[src/rtl/instr_loader.sv]
// instr_loader: program loader that packs instruction fields arriving over a
// valid/ready handshake into 32-bit instruction words and writes them to
// consecutive instruction-RAM addresses starting at BASE_ADDR.
// Optional feature macro: LOADER_READBACK_EN adds a read-back check of every
// written word; a mismatch sets the sticky error flag.
module instr_loader #(
  parameter logic [15:0] BASE_ADDR = 16'd0,
  parameter int          DEPTH     = 256
) (
  input  logic        Clk,
  input  logic        Reset,
  input  logic        start,
  input  logic        in_valid,
  output logic        in_ready,
  input  logic        fmt,
  input  logic [3:0]  cond,
  input  logic [3:0]  opcode,
  input  logic        s,
  input  logic [3:0]  dest,
  input  logic [3:0]  src2,
  input  logic [3:0]  src1,
  input  logic [4:0]  shamt,
  input  logic [15:0] imm16,
  input  logic        last,
  output logic        ram_enable,
  output logic        ram_rw,
  output logic [15:0] ram_address,
  output logic [31:0] ram_in,
  input  logic [31:0] ram_out,
  output logic [16:0] word_count,
  output logic        done,
  output logic        error
);

  localparam logic [2:0] S_IDLE  = 3'd0;
  localparam logic [2:0] S_ARMED = 3'd1;
  localparam logic [2:0] S_WRITE = 3'd2;
`ifdef LOADER_READBACK_EN
  localparam logic [2:0] S_READ  = 3'd3;
  localparam logic [2:0] S_CHECK = 3'd4;
`endif
  localparam logic [2:0] S_DONE  = 3'd5;

  localparam logic [16:0] DEPTH_W = 17'(DEPTH);

  logic [2:0]  state;
  logic [2:0]  state_n;
  logic        last_q;
  logic        handshake;
  logic        restart;
  logic [31:0] encoded;
  logic [16:0] count_inc;
  logic        exit_now;
  logic        reached;
  logic        mismatch;

  assign handshake = in_valid && (state == S_ARMED);
  assign restart   = start && ((state == S_IDLE) || (state == S_DONE));
  assign count_inc = word_count + 17'd1;

  // The exit decision happens in the last state of a word's sequence; the
  // count it compares against DEPTH is the count after this word.
`ifdef LOADER_READBACK_EN
  assign exit_now = (state == S_CHECK);
  assign reached  = (word_count == DEPTH_W);
  assign mismatch = (state == S_CHECK) && (ram_out != ram_in);
`else
  logic unused_ram_out;
  assign unused_ram_out = ^ram_out;
  assign exit_now = (state == S_WRITE);
  assign reached  = (count_inc == DEPTH_W);
  assign mismatch = 1'b0;
`endif

  // Pack the field bundle; the zero padding sits below the format-specific part.
  always_comb begin
    // NOTE: every combinational output gets a default first so no latch is inferred.
    encoded = 32'd0;
    if (fmt) begin
      encoded = {cond, opcode, s, dest, imm16, 3'b000};
    end else begin
      encoded = {cond, opcode, s, dest, src2, src1, shamt, 6'b000000};
    end
  end

  // Next-state logic of the load sequencer.
  always_comb begin
    state_n = state;
    case (state)
      S_IDLE:  if (start) state_n = S_ARMED;
      S_ARMED: if (handshake) state_n = S_WRITE;
`ifdef LOADER_READBACK_EN
      S_WRITE: state_n = S_READ;
      S_READ:  state_n = S_CHECK;
      S_CHECK: state_n = (last_q || reached) ? S_DONE : S_ARMED;
`else
      S_WRITE: state_n = (last_q || reached) ? S_DONE : S_ARMED;
`endif
      S_DONE:  if (start) state_n = S_ARMED;
      default: state_n = S_IDLE;
    endcase
  end

  // State, registered outputs, word capture, counting and sticky error.
  always_ff @(posedge Clk or posedge Reset) begin
    if (Reset) begin
      state       <= S_IDLE;
      last_q      <= 1'b0;
      in_ready    <= 1'b0;
      ram_enable  <= 1'b0;
      ram_rw      <= 1'b1;
      ram_address <= 16'd0;
      ram_in      <= 32'd0;
      word_count  <= 17'd0;
      done        <= 1'b0;
      error       <= 1'b0;
    end else begin
      // NOTE: sequential state uses non-blocking assignments so every register
      // samples the pre-edge values regardless of statement order.
      state      <= state_n;
      in_ready   <= (state_n == S_ARMED);
      ram_enable <= (state_n != S_IDLE) && (state_n != S_ARMED) && (state_n != S_DONE);
      ram_rw     <= (state_n != S_WRITE);
      done       <= (state_n == S_DONE);

      // ram_in doubles as the held word for the whole write/read/check sequence.
      if (handshake) begin
        ram_in      <= encoded;
        last_q      <= last;
        ram_address <= BASE_ADDR + word_count[15:0];
      end

      if (restart) begin
        word_count <= 17'd0;
        error      <= 1'b0;
      end else begin
        if (state == S_WRITE) word_count <= count_inc;
        if (mismatch || (exit_now && reached && !last_q)) error <= 1'b1;
      end
    end
  end

endmodule

[config.mk]
export PLATFORM = sky130hd
export DESIGN_NAME = instr_loader
export DESIGN_NICKNAME = d
export VERILOG_FILES = /design/src/rtl/instr_loader.sv
export SDC_FILE = /design/constraint.sdc
export NUM_CORES = 1
export LEC_CHECK = 0
export BUFFER_PORTS_ARGS = -buffer_cell sky130_fd_sc_hd__buf_2
export CAP_MARGIN = 20
export CORE_MARGIN = 4
export CORE_UTILIZATION = 25
export DETAILED_ROUTE_END_ITERATION = 6
export GPL_TIMING_DRIVEN = 0
export SYNTH_ARGS = -nofsm -noshare
export SYNTH_HDL_FRONTEND = slang
export SYNTH_SLANG_ARGS = --single-unit
export TNS_END_PERCENT = 5
[constraint.sdc]
create_clock -name Clk -period 4.1 [get_ports Clk]
set_clock_uncertainty 0.15 [all_clocks]
set_input_delay 0.615 -clock Clk [delete_from_list [all_inputs] [get_ports Clk]]
set_output_delay 0.615 -clock Clk [all_outputs]
set_load 0.05 [all_outputs]
After elaboration in Yosys (flattened, before gate mapping)

Index checks and enable logic that the tools add are counted.
W data, S select, Z words.

Bits in registers: 74
Input port bits: 80
Output and inout port bits: 70

Add/sub/neg operators: 1
Equal/unequal tests: 9
Multiplexer cells: 9
Reduce and logical (&&, ||, !) cells: 14

Operator list:

| cell                    | number |
|---|---|
| $mux W17                | 2 |
| $mux W19                | 1 |
| $add A17 B1 Y17 const B | 1 |
| $eq A17 B9 Y1 const B   | 1 |
| $mux W3                 | 3 |
| $pmux W3 S3             | 1 |
| $eq A3 B1 Y1 const B    | 2 |
| $eq A3 B3 Y1 const B    | 2 |
| $logic_and A1 B1 Y1     | 6 |
| $reduce_bool A2 Y1      | 2 |
| $eq A3 B2 Y1 const B    | 1 |
| $logic_not A3 Y1        | 1 |
| $ne A3 B1 Y1 const B    | 1 |
| $ne A3 B2 Y1 const B    | 1 |
| $ne A3 B3 Y1 const B    | 1 |
| $reduce_bool A3 Y1      | 1 |
| $logic_or A1 B1 Y1      | 2 |
| $mux W1                 | 2 |
| $reduce_or A2 Y1        | 1 |
| $logic_not A1 Y1        | 1 |

Logic depth before layout (Yosys ltp)

Gate-level depths: netlist of run 1.

Word-level depth: 8
Mapped depth: 7

Worst setup path before layout of run 1

Ideal clock, no wire load.

Kind: flip-flop to flip-flop
Start: register word_count[0]
End: register in_ready
Setup time: 0.120 ns
Data arrival time: 2.179 ns
Required time: 3.830 ns
Path slack: 1.651 ns
Cell stages (with the launch flop): 8
Period minus slack after synthesis: 2.449 ns
Cells stage by stage: dfrtp_1 -> ha_1 -> and4_1 -> clkbuf_1 -> a31oi_1 -> nor4b_2 -> o211ai_1 -> o211a_1

Cells in the longest elaborated chain, start to end: 6

RTL lines:

| what                   | RTL line | text |
|---|---|---|
| start, declared        | 30       | `output logic [16:0] word_count,` |
| start signal, assigned | 137      | `if (state == S_WRITE) word_count <= count_inc;` |
| $add A17 B1 Y17        | 59       | `assign count_inc = word_count + 17'd1;` |
| $eq A17 B9 Y1          | 71       | `assign reached = (count_inc == DEPTH_W);` |
| $logic_or A1 B1 Y1     | 97       | `S_WRITE: state_n = (last_q \|\| reached) ? S_DONE : S_ARMED;` |
| $mux W3                | 97       |  |
| $pmux W3 S3            | 89       | `case (state)` |
| $eq A3 B1 Y1           | 121      | `in_ready <= (state_n == S_ARMED);` |
| end signal, assigned   | 121      |  |
| end, declared          | 14       | `output logic in_ready,` |

No other way between the ends.
A chain may end at the register's enable or synchronous reset.

Final worst setup path of run 1

Same ends and word-level chain as after synthesis.

==> results of run 1 <==
## flip-flops by register name (all words and copies together) (netlist names)
register,count
ram_address,16
ram_in,29
state,3
ram_enable,1
word_count,17
in_ready,1
error,1
done,1
ram_rw,1
last_q,1
## cell usage in the layout, fill, tap and decap left out, types with 4 or more instances in the layout
cell	n
buf_2	119
nand3_1	10
inv_1	5
nand4_1	5
o22ai_1	4
nand2_1	123
a31oi_1	4
clkbuf_1	18
dfrtp_1	70
clkbuf_16	9
o21ai_0	37
mux2i_1	14
nor2_1	13
## Yosys cell counts (2+ instances only)
library cell | number | area, sq um
o211ai_1 | 3 | 22.5
nand2_1 | 123 | 462
o31ai_1 | 3 | 22.5
nand3_1 | 10 | 50.1
and3_1 | 3 | 18.8
nand3b_1 | 2 | 15.0
nand4_1 | 5 | 31.3
o41ai_1 | 2 | 17.5
o21ai_0 | 37 | 185
nor3b_1 | 3 | 22.5
a21oi_1 | 3 | 15.0
and2_1 | 2 | 12.5
buf_2 | 6 | 30.0
buf_1 | 2 | 7.51
and4_1 | 2 | 17.5
a31oi_1 | 4 | 25.0
o22ai_1 | 4 | 25.0
buf_4 | 3 | 22.5
inv_1 | 6 | 22.5
and4_2 | 2 | 20.0
mux2i_1 | 14 | 140
xnor2_1 | 3 | 26.3
nor2_1 | 13 | 48.8
dfrtp_1 | 70 | 1750
clkbuf_1 | 16 | 60.1
xor2_1 | 2 | 17.5
## how the worst min path moves through the flow
stage	start	to	slack, ps	depth (start not counted)
after floorplan	last_q	last_q	320	2
after global placement	ram_in[4]	ram_in[4]	300	2
after detailed placement	ram_in[4]	ram_in[4]	310	2
after CTS	ram_in[4]	ram_in[4]	320	2
after global routing	last	last_q	330	3
final	Reset	ram_in[27]	320	2
## layer usage
| layer | vias to the layer above | wire length [um] | track usage [%] |
|---|---|---|---|
| li1 | 1499 | - | - |
| met1 | 1435 | 4080 | 15.4 |
| met2 | 91 | 4290 | 19.5 |
| met3 | 21 | 684 | 3.77 |
| met4 | 0 | 215 | 5.40 |
| met5 | - | 0 | 0 |
## logic make-up (layout without fill, tap and decap cells)
kind of cell / after synthesis / count (layout)
AOI/OAI and AO/OA: 63 / 63
and+or+nand+nor: 179 / 179
buffers and inverters: 33 / 159
other: 1 / 3
adders and majority gates: 1 / 1
xor gates and xnor gates: 5 / 5
muxes: 14 / 14
DFF: 71 / 71
## power groups by stage
stage,combinational (mW),sequential (mW),clock (mW)
floorplan,0.339,1.55,0
global placement,1.21,0.987,0
detailed placement,1.22,0.994,0
CTS,1.22,0.983,0.747
global route,1.30,1.00,0.784
finish,1.21,0.981,0.721
## cell type report
type	instances	area, sq um	area share, %
Tap cell	176	220	4.99
Clock buffer	11	233	5.27
Sequential cell	71	1780	40.3
Clock inverter	2	35.0	0.794
Inverter	6	25.0	0.567
Multi-Input combinational cell	265	1440	32.6
Timing Repair Buffer	113	566	12.8
Buffer	27	120	2.72
## worst register-to-register path, delay by kind of cell, from the launching register on
kind / cells / cell delay (ps)
AOI/OAI and AO/OA: 3 / 590
adders and majority gates: 1 / 300
buffers and inverters: 1 / 290
DFF: 1 / 460
and+or+nand+nor: 2 / 520
==> run_results.csv, run 1 <==
group,metric,value,unit
yosys,synth_mux_area_share,4.18,%
yosys,syn_avg_cell_area,9.13,sq um
placement,dp_hpwl,6970,um
power,power_switching_share,45.1,%
clock_tree,clockBufferDepth,2,
sta,setup_viol,0,
sta,fin_crit,2420,ps
power,cellPowerDensity,660,nW/um^2
setup_path,slowest_stage,"dfrtp_1",
setup_path,cp_top_family,"compound AO/OA/AOI/OAI gates",
clock_tree,tritoncts,"yes",
setup_path,crit_arrival,2480,ps
hold_path,worstHoldPathType,"in2async",
sta,max_slew_margin,42.6,%
sta,maxSlewViolCount,0,
global_route,grt_pass1_wl,14300,um
yosys,synthSimpleGateAreaFrac,25.4,%
route,drt_iter0_markers,123,
route,wl,9270,um
yosys,ys_types,50,
sta,hold_viol_final,0,
power,clockPowerShare,24.8,%
job,maxCapViolations,0,
yosys,synth_edf_count,0,
floorplanning,die-area,15300,sq um
yosys,synth_flop_cell,"dfrtp_1",
floorplanning,chipHeight,124,um
sta,whs,318,ps
yosys,ys_seq_area_share,53.1,%
route,vias_per_cell,4.54,
power,ir_drop,0.000226,V
setup_path,path_max_fanout,8,
route,via_count,3046,
sta,min_period_over_period,59.0,%
setup_path,r2r_setup_slack,1680,ps
route,drt-pass1-iter-count,4,
yosys,synth_fa_ha_area_share,0.373,%
sta,finalSetupTns,0,ps
setup_path,timing.rr.end,"in_ready",
clock_tree,clock_latency,330,ps
clock_tree,postCtsSetupBuffers,0,
setup_path,cp-endpoint,"in_ready",
placement,port_buffers,113,
floorplanning,num_rows,42,
floorplanning,core,13200,sq um
sta,max_slew.worst_pin.slew,860,ps
yosys,async_flop_share,100,%
finish,layout.nets,574,
global_route,grt_pass1_vias,2818,
floorplanning,io_pins,150,
route,drc,0,
floorplanning,die_w,124,um
power,p_leak,2.37,nW
clock_tree,htree_levels,3,
setup_path,worstSetupPathType,"reg2reg",
clock_tree,clk_pin_slew,50,ps
power,power_switching,1.31,mW
yosys,syn_area,3350,sq um
setup_path,critPathMaxStageDelay,460,ps
power,seq_power_share,33.7,%
placement,place_ws,1700,ps
run_status,status,"finished, final reports clean",
sta,fmax,414,MHz
finish,fin_cells,671,
power,power_frac_comb,41.6,%
finish,syn_to_final_growth,31.7,%
floorplanning,start_util,25.4,%
yosys,syn_inst,367,
setup_path,crit_chain,"ha_1, and4_1, clkbuf_1, a31oi_1, nor4b_2, o211ai_1, o211a_1",
route,routedWlPerCell,13.8,um
finish,fin_util,33.5,%
clock_tree,holdBufCountCts,0,
setup_path,crit_start,"word_count[0]",
route,antenna_left,0,
setup_path,crit_required,4170,ps
global_route,overflow,0,
finish,drive_gt1_share,29.5,%
global_route,grt_max_degree,72,
yosys,yosys_register_bits,71,
yosys,synth-warning-count,0,
finish,stdcell_area,4410,sq um
yosys,synth_compound_area_share,11.3,%
placement,place_inst,658,
global_route,gr-usage-all-layers,12.3,%
setup_path,ff2ff_path_depth,7,
setup_path,start_kind,"flip-flop",
setup_path,crit_buf_inv,1,
placement,placed_cell_area,4150,sq um
yosys,synth_xor_area_share,1.31,%
power,p_int,1.60,mW
global_route,antenna_found_initial,0,
yosys,synth_top_family_by_area,"simple AND/OR/NAND/NOR gates",
setup_path,worstSetupEndpointType,"flip-flop",
power,total_power,2.91,mW
clock_tree,cts-buffers-inserted,9,
setup_path,cp_num_cells,7,
finish,antenna_cells,0,
sta,rsz0062_at_grt,"false",
sta,setup_slack,1680,ps
clock_tree,root_buffer,"clkbuf_16",
clock_tree,clock_sinks,71,
placement,gp_congestion,0.868,
setup_path,crit-reg2reg-launch,"word_count[0]",
finish,fill_cells,1395,
clock_tree,cts_resized,0,
(Power assumes the default switching activity.)
==> inputs of run 2 (changes only) <==
==> constraint.sdc (replaced) <==
create_clock -name Clk -period 2.5 [get_ports Clk]
set_clock_uncertainty 0.15 [all_clocks]
set_input_delay 0.375 -clock Clk [delete_from_list [all_inputs] [get_ports Clk]]
set_output_delay 0.375 -clock Clk [all_outputs]
set_load 0.05 [all_outputs]
==> run 2 against run 1 <==
Wire length grew 0.30%; power grew 64%; first-iteration DRC count shrank 24%.
==> run_results.csv, run 2 (synthesis results as in run 1) <==
group,metric,value,unit
floorplanning,chipHeight,124,um
power,p_leak,2.36,nW
clock_tree,clk_pin_slew,50,ps
clock_tree,postCtsSetupBuffers,0,
finish,largest_reg_flops,29,
power,cellPowerDensity,1080,nW/um^2
setup_path,r2r_setup_slack,210,ps
floorplanning,num_rows,42,
finish,final_common_cell,"nand2_1",
finish,antenna_cells,0,
route,wl,9300,um
sta,min_period_over_period,91.5,%
route,routedWlPerCell,13.9,um
floorplanning,start_util,25.4,%
clock_tree,clockBufferDepth,2,
clock_tree,cts_resized,0,
setup_path,path_max_fanout,8,
sta,finalSetupTns,0,ps
floorplanning,die-area,15300,sq um
setup_path,worstSetupEndpointType,"flip-flop",
clock_tree,clock_latency,330,ps
global_route,grt_max_degree,72,
sta,maxSlewViolCount,0,
floorplanning,die_w,124,um
placement,place_inst,658,
route,vias_per_cell,4.55,
finish,fin_util,33.5,%
setup_path,worstSetupPathType,"reg2reg",
floorplanning,core,13200,sq um
sta,fin_crit,2290,ps
sta,rsz0062_at_grt,"false",
placement,dp_hpwl,6970,um
route,via_count,3051,
route,drt-pass1-iter-count,4,
finish,syn_to_final_growth,31.7,%
global_route,grt_pass1_wl,14300,um
finish,fin_cells,670,
sta,max_slew_margin,42.5,%
floorplanning,io_pins,150,
clock_tree,holdBufCountCts,0,
setup_path,crit_required,2600,ps
clock_tree,cts-buffers-inserted,9,
finish,reg_top3,"ram_in: 29 flops, word_count: 17 flops, ram_address: 16 flops",
setup_path,crit_arrival,2390,ps
global_route,grt_pass1_vias,2818,
finish,regMostFlops,"ram_in",
sta,max_slew.worst_pin.slew,862,ps
finish,drive_gt1_share,29.8,%
placement,place_ws,101,ps
sta,fmax,437,MHz
sta,setup_slack,213,ps
hold_path,worstHoldPathType,"in2async",
global_route,gr-usage-all-layers,12.3,%
global_route,overflow,0,
global_route,antenna_found_initial,0,
finish,layout.nets,573,
clock_tree,root_buffer,"clkbuf_16",
setup_path,start_kind,"flip-flop",
job,maxCapViolations,0,
power,ir_drop,0.000371,V
placement,gp_congestion,0.868,
finish,layout.cells.most_common_list,"nand2_1, buf_2, dfrtp_1",
route,antenna_left,0,
power,total_power,4.78,mW
clock_tree,clock_sinks,71,
placement,port_buffers,113,
route,drc,0,
run_status,status,"finished, final reports clean",
route,drt_iter0_markers,93,
sta,setup_viol,0,
sta,hold_viol_final,0,
clock_tree,tritoncts,"yes",
clock_tree,htree_levels,3,
run 2: layer usage:
layer  up-vias  track usage, %  part of all wire (%)
met5         -               0                     0
met4         0            5.40                   2.5
met3        23            3.77                   6.5
met2        86            19.5                    46
met1      1447            15.4                    45
li1       1495               -                     -
run 2: path summary, 6_finish.rpt:
check / start / end / cells past startpoint
max: word_count[0] / error / 6
min: Reset / ram_in[28] / 2
max reg2reg: word_count[0] / error / 6
min reg2reg: ram_in[4] / ram_in[4] / 2
max in group asynchronous: Reset / ram_address[4] / 2
min in group Clk: cond[0] / ram_in[28] / 3
run 2: critical path: stages (launching register included):
cell and delay, ps:
dfrtp_1 460, ha_2 280, nand4_1 190, nor4_2 390, o211ai_1 180, a2111o_1 450, o22ai_2 110
run 2: metrics by stage:
step	hold WS, ps	area [sq um]
final	79.0	4410
after global routing	85.4	4410
after CTS	79.8	4410
after detailed placement	308	4150
after global placement	300	4140
after floorplan	320	3360
run 2: where the power goes:
group	internal [mW]	switching [mW]
registers	1.44	0.167
logic	0.428	1.56
clock network	0.753	0.431
total	2.62	2.16
run 2: cell type report:
type	count	area, sq um
multi-input combinational	265	1440
inverter	6	25.0
fill	1392	8780
sequential	71	1780
clock inverter	2	35.0
tap	176	220
clock buffer	11	233
buffer	26	116
timing repair buffer	113	566
